--- src/rtl/mbist_march_ctrl.sv ---
// March C- BIST controller for a single-port SRAM with one-cycle registered read.
// Drives the memory port, checks read data through a 2-stage compare pipeline, and logs the first failure.
module mbist_march_ctrl #(
   parameter int  WCOUNT  = 256,
   parameter int  WLENGTH = 4,
   localparam int AW      = $clog2(WCOUNT)
) (
   input  logic               clk,
   input  logic               rst_n,
   input  logic               start,
   output logic [AW-1:0]      mem_addr,
   output logic               mem_we,
   output logic [WLENGTH-1:0] mem_din,
   input  logic [WLENGTH-1:0] mem_dout,
   output logic               busy,
   output logic               done,
   output logic               fail,
   output logic [2:0]         fail_elem,
   output logic [AW-1:0]      fail_addr,
   output logic [WLENGTH-1:0] fail_exp,
   output logic [WLENGTH-1:0] fail_got,
   output logic [11:0]        err_cnt
);

   typedef enum logic [1:0] {
      S_IDLE,
      S_RUN,
      S_DRAIN,
      S_DONE
   } state_t;

   localparam logic [AW-1:0] IDX_MAX = AW'(WCOUNT - 1);

   state_t r_state, w_state_nxt;
   logic   r_drain;
   logic   w_accept, w_issue, w_last;

   // Operation currently on the memory port: element, order index, read/write phase
   logic [2:0]    r_elem, w_inc_elem, w_sel_elem;
   logic [AW-1:0] r_idx, w_inc_idx, w_sel_idx;
   logic          r_phase, w_inc_phase, w_sel_phase;

   logic               w_op_we, w_op_bit;
   logic [AW-1:0]      w_op_addr;
   logic [WLENGTH-1:0] w_op_data;

   logic [AW-1:0]      r_mem_addr;
   logic               r_mem_we;
   logic [WLENGTH-1:0] r_mem_din;

   logic               r_p1_valid, r_p2_valid;
   logic [WLENGTH-1:0] r_p1_exp, r_p2_exp;
   logic [AW-1:0]      r_p1_addr, r_p2_addr;
   logic [2:0]         r_p1_elem, r_p2_elem;
   logic               w_mismatch;

   logic               r_fail;
   logic [2:0]         r_fail_elem;
   logic [AW-1:0]      r_fail_addr;
   logic [WLENGTH-1:0] r_fail_exp, r_fail_got;
   logic [11:0]        r_err_cnt;

   assign w_last = (r_elem == 3'd5) && (r_idx == IDX_MAX);

   always_comb begin : p_next_op
      // NOTE: every combinational output gets a default first so no path can infer a latch.
      w_inc_elem  = r_elem;
      w_inc_idx   = r_idx;
      w_inc_phase = 1'b0;
      if ((r_elem != 3'd0) && (r_elem != 3'd5) && !r_phase) begin
         w_inc_phase = 1'b1;
      end else if (r_idx == IDX_MAX) begin
         w_inc_idx  = '0;
         w_inc_elem = r_elem + 3'd1;
      end else begin
         w_inc_idx = r_idx + AW'(1);
      end
      w_sel_elem  = w_accept ? 3'd0 : w_inc_elem;
      w_sel_idx   = w_accept ? '0   : w_inc_idx;
      w_sel_phase = w_accept ? 1'b0 : w_inc_phase;
   end

   always_comb begin : p_decode
      w_op_we   = 1'b0;
      w_op_bit  = 1'b0;
      w_op_addr = w_sel_idx;
      if ((w_sel_elem == 3'd3) || (w_sel_elem == 3'd4)) w_op_addr = IDX_MAX - w_sel_idx;
      case (w_sel_elem)
         3'd0:       begin w_op_we = 1'b1;        w_op_bit = 1'b0;         end
         3'd1, 3'd3: begin w_op_we = w_sel_phase; w_op_bit = w_sel_phase;  end
         3'd2, 3'd4: begin w_op_we = w_sel_phase; w_op_bit = !w_sel_phase; end
         default:    begin w_op_we = 1'b0;        w_op_bit = 1'b0;         end
      endcase
      w_op_data = {WLENGTH{w_op_bit}};
   end

   always_comb begin : p_fsm
      w_state_nxt = r_state;
      w_accept    = 1'b0;
      w_issue     = 1'b0;
      case (r_state)
         S_IDLE, S_DONE: begin
            if (start) begin
               w_state_nxt = S_RUN;
               w_accept    = 1'b1;
               w_issue     = 1'b1;
            end
         end
         S_RUN: begin
            if (w_last) w_state_nxt = S_DRAIN;
            else        w_issue     = 1'b1;
         end
         S_DRAIN: begin
            if (r_drain) w_state_nxt = S_DONE;
         end
         default: w_state_nxt = S_IDLE;
      endcase
   end

   // NOTE: sequential state uses non-blocking assignments so all flops update from pre-edge values.
   always_ff @(posedge clk or negedge rst_n) begin
      if (!rst_n) begin
         r_state <= S_IDLE;
         r_drain <= 1'b0;
      end else begin
         r_state <= w_state_nxt;
         r_drain <= (r_state == S_DRAIN) && !r_drain;
      end
   end

   always_ff @(posedge clk or negedge rst_n) begin
      if (!rst_n) begin
         r_elem     <= '0;
         r_idx      <= '0;
         r_phase    <= 1'b0;
         r_mem_we   <= 1'b0;
         r_mem_addr <= '0;
         r_mem_din  <= '0;
      end else if (w_issue) begin
         r_elem     <= w_sel_elem;
         r_idx      <= w_sel_idx;
         r_phase    <= w_sel_phase;
         r_mem_we   <= w_op_we;
         r_mem_addr <= w_op_addr;
         r_mem_din  <= w_op_we ? w_op_data : '0;
      end else begin
         r_mem_we   <= 1'b0;
         r_mem_addr <= '0;
         r_mem_din  <= '0;
      end
   end

   // Stage 2 lines up with read data returning from the memory
   always_ff @(posedge clk or negedge rst_n) begin
      if (!rst_n) begin
         r_p1_valid <= 1'b0;
         r_p1_exp   <= '0;
         r_p1_addr  <= '0;
         r_p1_elem  <= '0;
         r_p2_valid <= 1'b0;
         r_p2_exp   <= '0;
         r_p2_addr  <= '0;
         r_p2_elem  <= '0;
      end else begin
         r_p1_valid <= w_issue && !w_op_we;
         r_p1_exp   <= w_op_data;
         r_p1_addr  <= w_op_addr;
         r_p1_elem  <= w_sel_elem;
         r_p2_valid <= r_p1_valid;
         r_p2_exp   <= r_p1_exp;
         r_p2_addr  <= r_p1_addr;
         r_p2_elem  <= r_p1_elem;
      end
   end

   assign w_mismatch = r_p2_valid && (mem_dout != r_p2_exp);

   always_ff @(posedge clk or negedge rst_n) begin
      if (!rst_n) begin
         r_fail      <= 1'b0;
         r_fail_elem <= '0;
         r_fail_addr <= '0;
         r_fail_exp  <= '0;
         r_fail_got  <= '0;
         r_err_cnt   <= '0;
      end else if (w_accept) begin
         r_fail      <= 1'b0;
         r_fail_elem <= '0;
         r_fail_addr <= '0;
         r_fail_exp  <= '0;
         r_fail_got  <= '0;
         r_err_cnt   <= '0;
      end else if (w_mismatch) begin
         if (r_err_cnt != 12'hFFF) r_err_cnt <= r_err_cnt + 12'd1;
         if (!r_fail) begin
            r_fail      <= 1'b1;
            r_fail_elem <= r_p2_elem;
            r_fail_addr <= r_p2_addr;
            r_fail_exp  <= r_p2_exp;
            r_fail_got  <= mem_dout;
         end
      end
   end

   assign mem_addr  = r_mem_addr;
   assign mem_we    = r_mem_we;
   assign mem_din   = r_mem_din;
   assign busy      = (r_state == S_RUN) || (r_state == S_DRAIN);
   assign done      = (r_state == S_DONE);
   assign fail      = r_fail;
   assign fail_elem = r_fail_elem;
   assign fail_addr = r_fail_addr;
   assign fail_exp  = r_fail_exp;
   assign fail_got  = r_fail_got;
   assign err_cnt   = r_err_cnt;

endmodule

--- config.mk ---
export PLATFORM = sky130hd
export DESIGN_NAME = mbist_march_ctrl
export DESIGN_NICKNAME = d
export VERILOG_FILES = /design/src/rtl/mbist_march_ctrl.sv
export SDC_FILE = /design/constraint.sdc
export NUM_CORES = 1
export LEC_CHECK = 0
export ABC_AREA = 0
export CAP_MARGIN = 20
export CELL_PAD_IN_SITES_DETAIL_PLACEMENT = 0
export CELL_PAD_IN_SITES_GLOBAL_PLACEMENT = 2
export CORE_UTILIZATION = 38
export CTS_BUF_LIST = sky130_fd_sc_hd__clkbuf_16
export CTS_CLUSTER_DIAMETER = 150
export DETAILED_ROUTE_END_ITERATION = 16
export PLACE_DENSITY_LB_ADDON = 0.2
export SYNTH_ARGS = -nofsm -noshare
export SYNTH_HDL_FRONTEND = slang
export SYNTH_SLANG_ARGS = --single-unit
--- constraint.sdc ---
create_clock -name clk -period 3.9 [get_ports clk]
set_clock_uncertainty 0.2 [all_clocks]
set_input_delay 0.78 -clock clk [delete_from_list [all_inputs] [get_ports clk]]
set_output_delay 0.78 -clock clk [all_outputs]
set_load 0.005 [all_outputs]
==> impl_metrics.xml <==
<?xml version="1.0" encoding="UTF-8"?>
<metrics>
  <group name="run_status">
    <metric name="run_status" unit="">finished clean</metric>
  </group>
  <group name="critical_path">
    <metric name="critPathRequiredTime" unit="ps">3870</metric>
    <metric name="start_kind" unit="">flip-flop</metric>
    <metric name="timing_worst_setup_path_type" unit="">flip-flop to flip-flop</metric>
    <metric name="startpoint_of_the_worst_slack_reg_to_reg_timing_path" unit="">r_elem[0]</metric>
    <metric name="worst-endpoint-arrival" unit="ps">3030</metric>
    <metric name="worstSetupStartpoint" unit="">r_elem[0]</metric>
    <metric name="setup.worst_path.end_class" unit="">flip-flop</metric>
    <metric name="critPathMaxFanout" unit="">16</metric>
  </group>
  <group name="timing">
    <metric name="rsz_0062_raised_after_global_routing" unit="">no</metric>
    <metric name="hold_violations" unit="">0</metric>
    <metric name="timing.setup.tns" unit="ps">0</metric>
    <metric name="share_of_the_clock_period_used_by_the_worst_path" unit="">0.784</metric>
    <metric name="post_layout_minimum_cycle_time" unit="ps">3060</metric>
    <metric name="final_setup_violations" unit="">0</metric>
    <metric name="worst_pin_slew" unit="ps">924</metric>
    <metric name="slew_headroom" unit="">0.382</metric>
    <metric name="fmax" unit="MHz">327</metric>
    <metric name="slew_viol_final" unit="">0</metric>
  </group>
  <group name="global_route">
    <metric name="first_global_vias" unit="">2524</metric>
    <metric name="grt.overflow.total" unit="">0</metric>
    <metric name="global_route.usage.total" unit="">0.165</metric>
    <metric name="grt_antenna_before_repair" unit="">0</metric>
    <metric name="grt_start_max_net_pins" unit="">81</metric>
    <metric name="global_route_wire_length_before_repair" unit="um">12800</metric>
  </group>
  <group name="floorplan">
    <metric name="dieArea" unit="mm2">0.0102</metric>
    <metric name="io_pins" unit="">54</metric>
    <metric name="core.rowCount" unit="">35</metric>
    <metric name="initial_utilization" unit="">0.397</metric>
    <metric name="design.core.area" unit="mm2">0.00937</metric>
    <metric name="width_of_the_chip" unit="um">101</metric>
    <metric name="die_height" unit="um">101</metric>
  </group>
  <group name="clock_network">
    <metric name="ctsResizeCount" unit="">0</metric>
    <metric name="cts_tree" unit="">built</metric>
    <metric name="clock_buffers_created_by_tritoncts" unit="">9</metric>
    <metric name="cts_root_buf" unit="">clkbuf_16</metric>
    <metric name="holdBufCountCts" unit="">0</metric>
    <metric name="worst_setup_hold_path_clk_slew" unit="ps">60</metric>
    <metric name="post-cts-setup-buffer-count" unit="">0</metric>
    <metric name="cts.htree.levels" unit="">3</metric>
    <metric name="source_to_sink_clock_delay_at_the_later_pin_of_the_worst_skew_pair" unit="ps">330</metric>
    <metric name="cts_num_sinks" unit="">80</metric>
    <metric name="clockBufferDepth" unit="">2</metric>
  </group>
  <group name="routing">
    <metric name="routed-via-count" unit="">2610</metric>
    <metric name="drt_pre_antenna_iters" unit="">5</metric>
    <metric name="final_antenna_net_count" unit="">0</metric>
    <metric name="detail_route.iter0.violations" unit="">176</metric>
    <metric name="drt_wl_total" unit="um">7620</metric>
    <metric name="post_drt_wl_per_cell" unit="um">14.7</metric>
    <metric name="number_of_remaining_drc_errors" unit="">0</metric>
    <metric name="drt-vias-per-instance" unit="">5.05</metric>
  </group>
  <group name="cells_and_area">
    <metric name="design_area" unit="mm2">0.00465</metric>
    <metric name="antenna_cells" unit="">0</metric>
    <metric name="multi_input_comb_area" unit="mm2">0.00157</metric>
    <metric name="filler_cell_count" unit="">906</metric>
    <metric name="final_net_count" unit="">399</metric>
    <metric name="area_delta_synth_final" unit="%">25.0</metric>
    <metric name="flip_flop_and_latch_area" unit="mm2">0.00200</metric>
    <metric name="drive_gt1_frac" unit="">0.0876</metric>
  </group>
  <group name="yosys">
    <metric name="synth_top_area_cell" unit="">dfrtp_1</metric>
    <metric name="avgSynthCellArea" unit="um2">11.2</metric>
    <metric name="postSynth.asyncResetShare" unit="">1.00</metric>
    <metric name="synthesis.nets" unit="">349</metric>
    <metric name="post_synth_num_cell_types" unit="">50</metric>
    <metric name="synth.area.top_cells" unit="">dfrtp_1, mux2i_1, nand2_1</metric>
    <metric name="yosys_top_cell_area_share" unit="">0.538</metric>
    <metric name="dominant_cell_by_count_in_the_synthesized_netlist" unit="">dfrtp_1</metric>
    <metric name="ys_seq_area_frac" unit="">0.538</metric>
    <metric name="post_synth_instance_area" unit="mm2">0.00372</metric>
    <metric name="syn-instance-count" unit="">333</metric>
    <metric name="ys_top_cells_by_count" unit="">dfrtp_1, nand2_1, nor2_1</metric>
    <metric name="synth-edff-count" unit="">0</metric>
    <metric name="yosys_warnings" unit="">0</metric>
    <metric name="yosys_register_bits" unit="">80</metric>
    <metric name="dominantRegCellSynth" unit="">dfrtp_1</metric>
  </group>
  <group name="placed_design">
    <metric name="place.detailed.hpwl" unit="um">5110</metric>
    <metric name="place.gp.congestion" unit="">0.819</metric>
    <metric name="detailed_place.area" unit="mm2">0.00435</metric>
    <metric name="port_buffers" unit="">53</metric>
  </group>
  <group name="power">
    <metric name="power_leakage" unit="uW">0.00212</metric>
    <metric name="worst_ir_drop_vdd" unit="V">0.000453</metric>
    <metric name="pwr_density_cell" unit="mW/mm2">610</metric>
  </group>
  <group name="flow_run">
    <metric name="max_cap_violations" unit="">0</metric>
  </group>
  <group name="min_path">
    <metric name="worst_hold_startpoint" unit="">r_p1_elem[2]</metric>
    <metric name="worstHoldPathType" unit="">flip-flop to flip-flop</metric>
  </group>
</metrics>
-- per-layer routing --
metal | vias up | track usage | share of wire
met5 | - | 0 | 0
met2 | 67 | 0.252 | 0.44
met3 | 5 | 0.0479 | 0.053
met1 | 1256 | 0.230 | 0.50
met4 | 0 | 0.0435 | 0.0089
li1 | 1282 | - | -
-- report_power, final --
group          switching, uW  internal (uW)  leakage, uW
Clock                    347            439     0.000136
Combinational            477            427     0.000903
Sequential               128           1020      0.00108
-- registers in the layout, indices dropped and copies added (netlist names), 4 cells and up --
| register | flops |
|---|---|
| fail_addr | 8 |
| mem_addr | 8 |
| fail_got | 4 |
| r_p1_addr | 8 |
| err_cnt | 12 |
| r_idx | 8 |
| r_p2_addr | 8 |
-- per-stage QoR --
stage	util	power [uW]	hold WS, ps	setup WS [ps]	instances
6_report	0.496	2840	144	842	517
5_1_grt	0.496	3040	157	691	517
4_1_cts	0.493	2880	141	811	516
3_5_place_dp	0.464	2080	135	691	500
3_3_place_gp	0.464	2070	133	666	500
2_1_floorplan	-	1710	131	1300	333
-- final cells by class --
type                            count  area share
Tap cell                          129      0.0347
Multi-Input combinational cell    224       0.338
Sequential cell                    80       0.430
Timing Repair Buffer               59       0.130
Clock inverter                      7      0.0116
Clock buffer                        9      0.0484
Inverter                            9     0.00726
-- critical path, stage by stage (launching register included) --
cell       delay, ps
dfrtp_1          520
inv_1            150
ha_1             240
mux2_4           320
o2111ai_4        240
xor2_4           250
mux2i_4          750
xnor2_1          200
-- cell usage in the layout, fill, tap and decap left out, types with 3 or more instances in the layout --
cell type,count
dfrtp_1,80
clkdlybuf4s50_1,52
nand2_1,35
nor2_1,18
mux2i_1,16
o21ai_0,16
nand3_1,15
a22o_1,14
a21oi_1,13
xor2_1,11
inv_1,9
ha_1,9
clkbuf_16,9
xnor2_1,8
nand4_1,8
or3_1,6
nand2b_1,5
buf_4,5
and3_1,4
o221ai_1,4
and4_1,3
nor3_1,3
a211oi_1,3
o31ai_1,3
inv_6,3
-- final timing paths --
| path | to | slack, ps | cells past startpoint |
|---|---|---|---|
| max | r_p1_addr[7] | 840 | 7 |
| min in group asynchronous | fail_addr[5] | 180 | 1 |
| max reg2reg | r_p1_addr[7] | 840 | 7 |
| min | r_p2_elem[2] | 140 | 0 |
| min reg2reg | r_p2_elem[2] | 140 | 0 |
| max in group asynchronous | fail_got[1] | 2740 | 2 |
-- cells by family after synthesis --
| family | synth area share |
|---|---|
| multiplexers | 0.0592 |
| XOR/XNOR | 0.0565 |
| AO/OA/AOI/OAI | 0.131 |
| AND/OR/NAND/NOR | 0.145 |
| buffers and inverters | 0.0400 |
| flip-flops | 0.538 |
| adder cells (fa/ha/maj) | 0.0303 |
Power figures use the tool's default switching activity.
